==> src/rtl/iir_out_collector_pkg.sv <==
// rtl/iir_out_collector_pkg.sv - shared types and constants for the filter output collector
package iir_out_collector_pkg;

    typedef enum logic [1:0] {
        ST_IDLE   = 2'd0,
        ST_ACTIVE = 2'd1,
        ST_DRAIN  = 2'd2,
        ST_DONE   = 2'd3
    } state_t;

    localparam int NB_DEFAULT = 10;
    localparam int AW_DEFAULT = 4;

    function automatic int fifo_depth(input int aw);
        return 1 << aw;
    endfunction

    localparam int FIFO_DEPTH_DEFAULT = fifo_depth(AW_DEFAULT);

endpackage

==> src/rtl/iir_out_collector_if.sv <==
// rtl/iir_out_collector_if.sv - sample stream in, pull-side read and status out
interface iir_out_collector_if
    import iir_out_collector_pkg::*;
#(
    parameter int Nb = NB_DEFAULT,
    parameter int AW = AW_DEFAULT,
    parameter int CW = 16
);
    logic [Nb-1:0] DIN;
    logic          VIN;
    logic          RD_REQ;
    logic [Nb-1:0] DOUT;
    logic          VOUT;
    logic          EMPTY;
    logic          FULL;
    logic [AW:0]   LEVEL;
    logic          OVF;
    logic [CW-1:0] CNT;
    logic          DONE;

    modport master (
        output DIN, VIN, RD_REQ,
        input  DOUT, VOUT, EMPTY, FULL, LEVEL, OVF, CNT, DONE
    );

    modport slave (
        input  DIN, VIN, RD_REQ,
        output DOUT, VOUT, EMPTY, FULL, LEVEL, OVF, CNT, DONE
    );
endinterface

==> src/rtl/iir_sync_fifo.sv <==
// rtl/iir_sync_fifo.sv - circular sample store with registered level/empty/full
module iir_sync_fifo
    import iir_out_collector_pkg::*;
#(
    parameter int W  = NB_DEFAULT,
    parameter int AW = AW_DEFAULT
) (
    input  logic         clk,
    input  logic         rst_n,
    input  logic         clr,
    input  logic         wr_en,
    input  logic [W-1:0] wr_data,
    input  logic         rd_en,
    output logic [W-1:0] rd_data,
    output logic [AW:0]  level,
    output logic         empty,
    output logic         full
);
    localparam int DEPTH = fifo_depth(AW);

    logic [W-1:0] mem [DEPTH];
    logic [AW:0]  wr_ptr;
    logic [AW:0]  rd_ptr;
    logic [AW:0]  level_nxt;
    logic         wr_ok;
    logic         rd_ok;

    // Flags are taken as they stood at cycle start, so a pop never frees room for a same-cycle push.
    assign wr_ok   = wr_en & ~full;
    assign rd_ok   = rd_en & ~empty;
    assign rd_data = mem[rd_ptr[AW-1:0]];

    always_comb begin
        level_nxt = level;
        case ({wr_ok, rd_ok})
            2'b10:   level_nxt = level + (AW+1)'(1);
            2'b01:   level_nxt = level - (AW+1)'(1);
            default: level_nxt = level;
        endcase
    end

    always_ff @(posedge clk) begin
        if (wr_ok && !clr) begin
            mem[wr_ptr[AW-1:0]] <= wr_data;
        end
    end

    always_ff @(posedge clk or negedge rst_n) begin
        if (!rst_n) begin
            wr_ptr <= '0;
            rd_ptr <= '0;
            level  <= '0;
            empty  <= 1'b1;
            full   <= 1'b0;
        end else if (clr) begin
            wr_ptr <= '0;
            rd_ptr <= '0;
            level  <= '0;
            empty  <= 1'b1;
            full   <= 1'b0;
        end else begin
            if (wr_ok) wr_ptr <= wr_ptr + (AW+1)'(1);
            if (rd_ok) rd_ptr <= rd_ptr + (AW+1)'(1);
            level <= level_nxt;
            empty <= (level_nxt == '0);
            full  <= (level_nxt == {1'b1, {AW{1'b0}}});
        end
    end
endmodule

==> src/rtl/iir_out_collector.sv <==
// rtl/iir_out_collector.sv - captures IIR output samples, serves pops, detects end of stream
module iir_out_collector
    import iir_out_collector_pkg::*;
#(
    parameter int Nb       = NB_DEFAULT,
    parameter int AW       = AW_DEFAULT,
    parameter int CW       = 16,
    parameter int IDLE_MAX = 8
) (
    input logic                CLK,
    input logic                RST_n,
    input logic                CLR,
    iir_out_collector_if.slave bus
);
    localparam logic [7:0] IDLE_LIM = 8'(IDLE_MAX);

    state_t        state;
    logic [7:0]    idle_cnt;
    logic [7:0]    idle_inc;
    logic [Nb-1:0] dout_q;
    logic          vout_q;
    logic          ovf_q;
    logic [CW-1:0] cnt_q;
    logic          done_q;
    logic [Nb-1:0] fifo_q;
    logic [AW:0]   level;
    logic          empty;
    logic          full;
    logic          push;
    logic          pop;

    assign push     = bus.VIN & ~full;
    assign pop      = bus.RD_REQ & ~empty;
    assign idle_inc = idle_cnt + 8'd1;

    iir_sync_fifo #(.W(Nb), .AW(AW)) u_fifo (
        .clk     (CLK),
        .rst_n   (RST_n),
        .clr     (CLR),
        .wr_en   (push),
        .wr_data (bus.DIN),
        .rd_en   (pop),
        .rd_data (fifo_q),
        .level   (level),
        .empty   (empty),
        .full    (full)
    );

    always_ff @(posedge CLK or negedge RST_n) begin
        if (!RST_n) begin
            state    <= ST_IDLE;
            idle_cnt <= '0;
            dout_q   <= '0;
            vout_q   <= 1'b0;
            ovf_q    <= 1'b0;
            cnt_q    <= '0;
            done_q   <= 1'b0;
        end else if (CLR) begin
            state    <= ST_IDLE;
            idle_cnt <= '0;
            dout_q   <= '0;
            vout_q   <= 1'b0;
            ovf_q    <= 1'b0;
            cnt_q    <= '0;
            done_q   <= 1'b0;
        end else begin
            vout_q <= pop;
            if (pop) dout_q <= fifo_q;
            if (push && cnt_q != '1) cnt_q <= cnt_q + CW'(1);
            if (bus.VIN && full) ovf_q <= 1'b1;

            case (state)
                ST_IDLE: begin
                    if (push) begin
                        state    <= ST_ACTIVE;
                        idle_cnt <= '0;
                    end
                end
                ST_ACTIVE: begin
                    if (bus.VIN) begin
                        idle_cnt <= '0;
                    end else if (idle_cnt != IDLE_LIM) begin
                        idle_cnt <= idle_inc;
                        if (idle_inc == IDLE_LIM) state <= ST_DRAIN;
                    end
                end
                ST_DRAIN: begin
                    if (bus.VIN) begin
                        state    <= ST_ACTIVE;
                        idle_cnt <= '0;
                    end else if (empty) begin
                        state  <= ST_DONE;
                        done_q <= 1'b1;
                    end
                end
                ST_DONE: begin
                    if (bus.VIN) begin
                        state    <= ST_ACTIVE;
                        idle_cnt <= '0;
                        done_q   <= 1'b0;
                    end
                end
                default: state <= ST_IDLE;
            endcase
        end
    end

    assign bus.DOUT  = dout_q;
    assign bus.VOUT  = vout_q;
    assign bus.EMPTY = empty;
    assign bus.FULL  = full;
    assign bus.LEVEL = level;
    assign bus.OVF   = ovf_q;
    assign bus.CNT   = cnt_q;
    assign bus.DONE  = done_q;
endmodule
==> src/flat_wrapper.sv <==
// flat-port wrapper written by rule: the top's interface ports become plain ports
module iir_out_collector_flat import iir_out_collector_pkg::*;
#(
    parameter int Nb       = NB_DEFAULT,
    parameter int AW       = AW_DEFAULT,
    parameter int CW       = 16,
    parameter int IDLE_MAX = 8
)
  (CLK, RST_n, CLR, bus_DIN, bus_VIN, bus_RD_REQ, bus_DOUT, bus_VOUT, bus_EMPTY, bus_FULL, bus_LEVEL, bus_OVF, bus_CNT, bus_DONE);
  iir_out_collector_if #(.Nb(Nb), .AW(AW), .CW(CW)) bus_i ();
  input logic CLK;
  input logic RST_n;
  input logic CLR;
  input wire logic [$bits(bus_i.DIN)-1:0] bus_DIN;
  input wire logic [$bits(bus_i.VIN)-1:0] bus_VIN;
  input wire logic [$bits(bus_i.RD_REQ)-1:0] bus_RD_REQ;
  output wire logic [$bits(bus_i.DOUT)-1:0] bus_DOUT;
  output wire logic [$bits(bus_i.VOUT)-1:0] bus_VOUT;
  output wire logic [$bits(bus_i.EMPTY)-1:0] bus_EMPTY;
  output wire logic [$bits(bus_i.FULL)-1:0] bus_FULL;
  output wire logic [$bits(bus_i.LEVEL)-1:0] bus_LEVEL;
  output wire logic [$bits(bus_i.OVF)-1:0] bus_OVF;
  output wire logic [$bits(bus_i.CNT)-1:0] bus_CNT;
  output wire logic [$bits(bus_i.DONE)-1:0] bus_DONE;
  assign bus_i.DIN = bus_DIN;
  assign bus_i.VIN = bus_VIN;
  assign bus_i.RD_REQ = bus_RD_REQ;
  assign bus_DOUT = bus_i.DOUT;
  assign bus_VOUT = bus_i.VOUT;
  assign bus_EMPTY = bus_i.EMPTY;
  assign bus_FULL = bus_i.FULL;
  assign bus_LEVEL = bus_i.LEVEL;
  assign bus_OVF = bus_i.OVF;
  assign bus_CNT = bus_i.CNT;
  assign bus_DONE = bus_i.DONE;
  iir_out_collector #(.Nb(Nb), .AW(AW), .CW(CW), .IDLE_MAX(IDLE_MAX)) u_core (.CLK(CLK), .RST_n(RST_n), .CLR(CLR), .bus(bus_i));
endmodule
==> config.mk <==
export PLATFORM = sky130hd
export DESIGN_NAME = iir_out_collector_flat
export DESIGN_NICKNAME = d
export VERILOG_FILES = /design/src/rtl/iir_out_collector_pkg.sv /design/src/rtl/iir_out_collector_if.sv /design/src/rtl/iir_sync_fifo.sv /design/src/rtl/iir_out_collector.sv /design/src/flat_wrapper.sv
export SDC_FILE = /design/constraint.sdc
export NUM_CORES = 1
export LEC_CHECK = 0
export ABC_AREA = 1
export CAP_MARGIN = 20
export CORE_MARGIN = 5
export CORE_UTILIZATION = 40
export DETAILED_ROUTE_END_ITERATION = 8
export HOLD_SLACK_MARGIN = 0.06
export PLACE_DENSITY_LB_ADDON = 0.12
export SYNTH_ARGS = -nofsm -noshare
export SYNTH_HDL_FRONTEND = slang
export SYNTH_HIERARCHICAL = 1
export SYNTH_SLANG_ARGS = --single-unit
==> constraint.sdc <==
create_clock -name CLK -period 3.05 [get_ports CLK]
set_input_delay 0.61 -clock CLK [delete_from_list [all_inputs] [get_ports CLK]]
set_output_delay 0.61 -clock CLK [all_outputs]
set_load 0.01 [all_outputs]
==> key figures <==
Clock network
  – TritonCTS Buffers: 24
  – CTS tree: yes
  – Post-CTS Setup Inserts: 0
  – Clk sink count: 214
  – Deepest clock path buffer count: 3
  – Worst skew pair latency: 0.52 ns
  – Worst-path clk slew: 0.06 ns
  – CTS Root Buffer Type: clkbuf_16
  – H-tree depth: 1

Critical path
  – CP cell instances: clkdlybuf4s50_1, inv_1, nor2_2, nand2_2, buf_4, nor2_1, nand2_1, nor2_1, buf_4
  – Critical path's top delay family: buffers and inverters
  – Startpoint Class: input port
  – CP Class: in2reg
  – WP data arrival: 2.69 ns
  – CP endpoint kind: flip-flop
  – Crit Path Max Fanout: 6
  – CP max stage cell: clkdlybuf4s50_1
  – Critical Path Max Stage Delay: 0.54 ns
  – Critical path buffer and inverter count: 4
  – Critical Path RT: 3.28 ns

Final layout
  – Final Core Density: 48.2%
  – Final Cell Area: 0.0113 sq mm
  – Area growth syn-to-layout: 18.8%
  – Layout cell share with drive strength beyond 1: 11.0%
  – Layout Nets: 945
  – Antenna Cells: 0
  – FF/Latch Area: 0.00616 sq mm
  – Number of fillers in the final layout: 2140
  – Footprint of the multi-input gates: 0.00294 sq mm

Global routing
  – Largest net degree at the start of global routing: 45
  – Overflow after GRT: 0
  – First-pass GRT wire length: 36500 microns
  – Vias in the first global route: 6569
  – Initial antenna violation count: 0
  – GRT Util Overall: 17.4%

Placed design
  – DP Area: 0.0105 sq mm
  – Port bufs: 50
  – HPWL Detailed: 15800 microns
  – Setup WS pre-CTS: 0.106 ns
  – GPL Wtd Cong: 0.834

Drt
  – First drt pass iteration count: 5
  – Met1 wire length: 10400 microns
  – Post-Route WL: 23200 microns
  – Met3 WL: 1210 microns
  – # DRC: 0
  – Detailed Route Iter0 Violations: 598
  – Met2 Wirelength: 11100 microns
  – Routed wire per std cell: 18.5 microns
  – Avg Vias per Cell: 5.27
  – Antenna Nets Post-Route: 0
  – Vias: 6604
  – Top sig layer: met4

Die
  – Core ar.: 0.0235 sq mm
  – Initial Util: 40.6%
  – Rows: 56
  – Die area: 0.0270 sq mm
  – Die width: 164 microns
  – IO Pins: 51
  – Chip height: 164 microns

Run status
  – Status: complete, no violations

Flow run
  – MaxCap Viol Count: 0

STA
  – Worst Tran Pin Value: 0.763 ns
  – Slew Limit Headroom: 49.0%
  – Clock Skew: 0.0134 ns
  – RSZ-0062 raised after global routing: no
  – Final worst-path cycle share: 80.7%
  – Maximum clock frequency: 406 MHz
  – Final min period: 2.46 ns
  – Final critical-path setup slack: 0.587 ns
  – Final slew viol count: 0
  – Final hold slack: 0.491 ns
  – Setup TNS: 0 ns
  – Setup Viol. Count Final: 0
  – Hold Violations, Final: 0

Synth
  – Syn Area/Cell: 11.3 sq um
  – Commonest cells post-synth: edfxtp_1, nand2_1, nor2_1
  – Mapped cell area: 0.00952 sq mm
  – Most common cell in the netlist: edfxtp_1
  – Area contributors post-synth: edfxtp_1, dfrtp_1, nand2_1
  – Seq/Total Area, Yosys: 64.7%
  – Synth Flop Type: edfxtp_1
  – Post-synth EDFFs: 160
  – Syn Inst Count: 841
  – Area share of the largest cell type after synthesis: 50.5%
  – Fraction of registers with async set/reset: 25.2%
  – Yosys warns: 6
  – Post-synthesis sequential element count: 214
  – Post-Syn Nets: 871
  – Library cells used by synthesis: 43
  – Area leader, netlist: edfxtp_1

Pwr
  – Pwr Density: 611 mW/mm^2
  – Max VDD drop: 0.000405 V
  – Total leakage power: 0.00412 uW

Hold path
  – Hold Crit Class: reg2reg
## worst paths after layout
check / slack, ns / endpoint / cells after the start / from
min: 0.49 / u_core/bus.OVF / 2 / u_core/bus.OVF
min in group asynchronous: 0.51 / u_core/idle_cnt[3] / 2 / RST_n
min reg2reg: 0.49 / u_core/bus.OVF / 2 / u_core/bus.OVF
max: 0.59 / u_core/u_fifo/mem[13][7] / 9 / bus_VIN
max reg2reg: 0.77 / u_core/u_fifo/empty / 15 / u_core/u_fifo/empty
max in group asynchronous: 1.95 / u_core/u_fifo/empty / 3 / RST_n
## layer usage
| metal | GRT usage (%) | vias up |
|---|---|---|
| met5 | 0 | - |
| met4 | 4.00 | 0 |
| met3 | 2.31 | 38 |
| met2 | 29.0 | 188 |
| li1 | - | 3141 |
| met1 | 24.2 | 3237 |
## cells by family after synthesis
family	synth area share (%)
AND/OR/NAND/NOR	15.4
multiplexers	2.84
AO/OA/AOI/OAI	9.86
flip-flops	64.7
buffers and inverters	4.44
adder cells (fa/ha/maj)	1.97
XOR/XNOR	0.828
## per-stage QoR
step,instances,total power (uW)
after floorplan,841,3800
after global placement,1207,4100
after detailed placement,1207,4120
after CTS,1252,6990
after global routing,1252,7190
final,1252,6910
## cell usage in the layout, fill, tap and decap left out, types with 4 or more instances in the layout
cell type and count:
a21oi_1 9, nand4_1 8, clkinv_1 5, inv_1 61, ha_1 15, mux2i_1 27
o21ai_0 63, nand3_1 50, nor3_1 17, nor2_1 110, edfxtp_1 160, nand2_1 125
o211ai_1 13, dfrtp_1 51, o21ai_2 6, clkbuf_1 5, buf_4 31, clkbuf_16 24
clkdlybuf4s50_1 49, nand2_2 6, xor2_1 8, nand3_2 4, o221ai_1 27, o32ai_1 13
## worst register-to-register path, cell delays in order, from the launching register on
cell,delay (ns)
dfstp_2,0.61
inv_1,0.10
nand2_1,0.09
inv_1,0.05
inv_2,0.09
nor2_8,0.06
nand2_4,0.08
nand2_1,0.07
nand2_1,0.06
inv_1,0.05
ha_1,0.27
o21ai_0,0.22
nand2_1,0.10
nor2_2,0.12
nand3_2,0.10
o21bai_1,0.14
## area by class of cell
| cell class | instances | area share (%) |
|---|---|---|
| flip-flops and latches | 214 | 54.4 |
| multi-input cells | 524 | 26.0 |
| repair buffers | 83 | 6.70 |
| clock buffers | 29 | 5.47 |
| well taps | 319 | 3.53 |
| inverters | 68 | 2.34 |
| clock inverters | 15 | 1.53 |
## flip-flops by register name (all words and copies together) (netlist names)
name	cells
u_core/u_fifo/rd_ptr	4
u_core/bus.VOUT	1
u_core/idle_cnt	8
u_core/bus.CNT	16
u_core/bus.DOUT	10
u_core/u_fifo/level	5
u_core/state	2
u_core/bus.DONE	1
u_core/u_fifo/full	1
u_core/u_fifo/wr_ptr	4
u_core/bus.OVF	1
u_core/u_fifo/mem	160
u_core/u_fifo/empty	1
## where the power goes
group          switching [uW]  internal, uW  total (uW)
Sequential               76.4          3210        3290
Combinational             492           275         767
Clock                    1140          1710        2860
Total                    1710          5200        6910
## what timing repair did
| action | 4_1_cts | 5_1_grt |
|---|---|---|
| hold endpoints to repair | 10 | 0 |
| hold buffers | 1 | 0 |
| gates resized for setup | 0 | 0 |
Power figures use the tool's default switching activity.
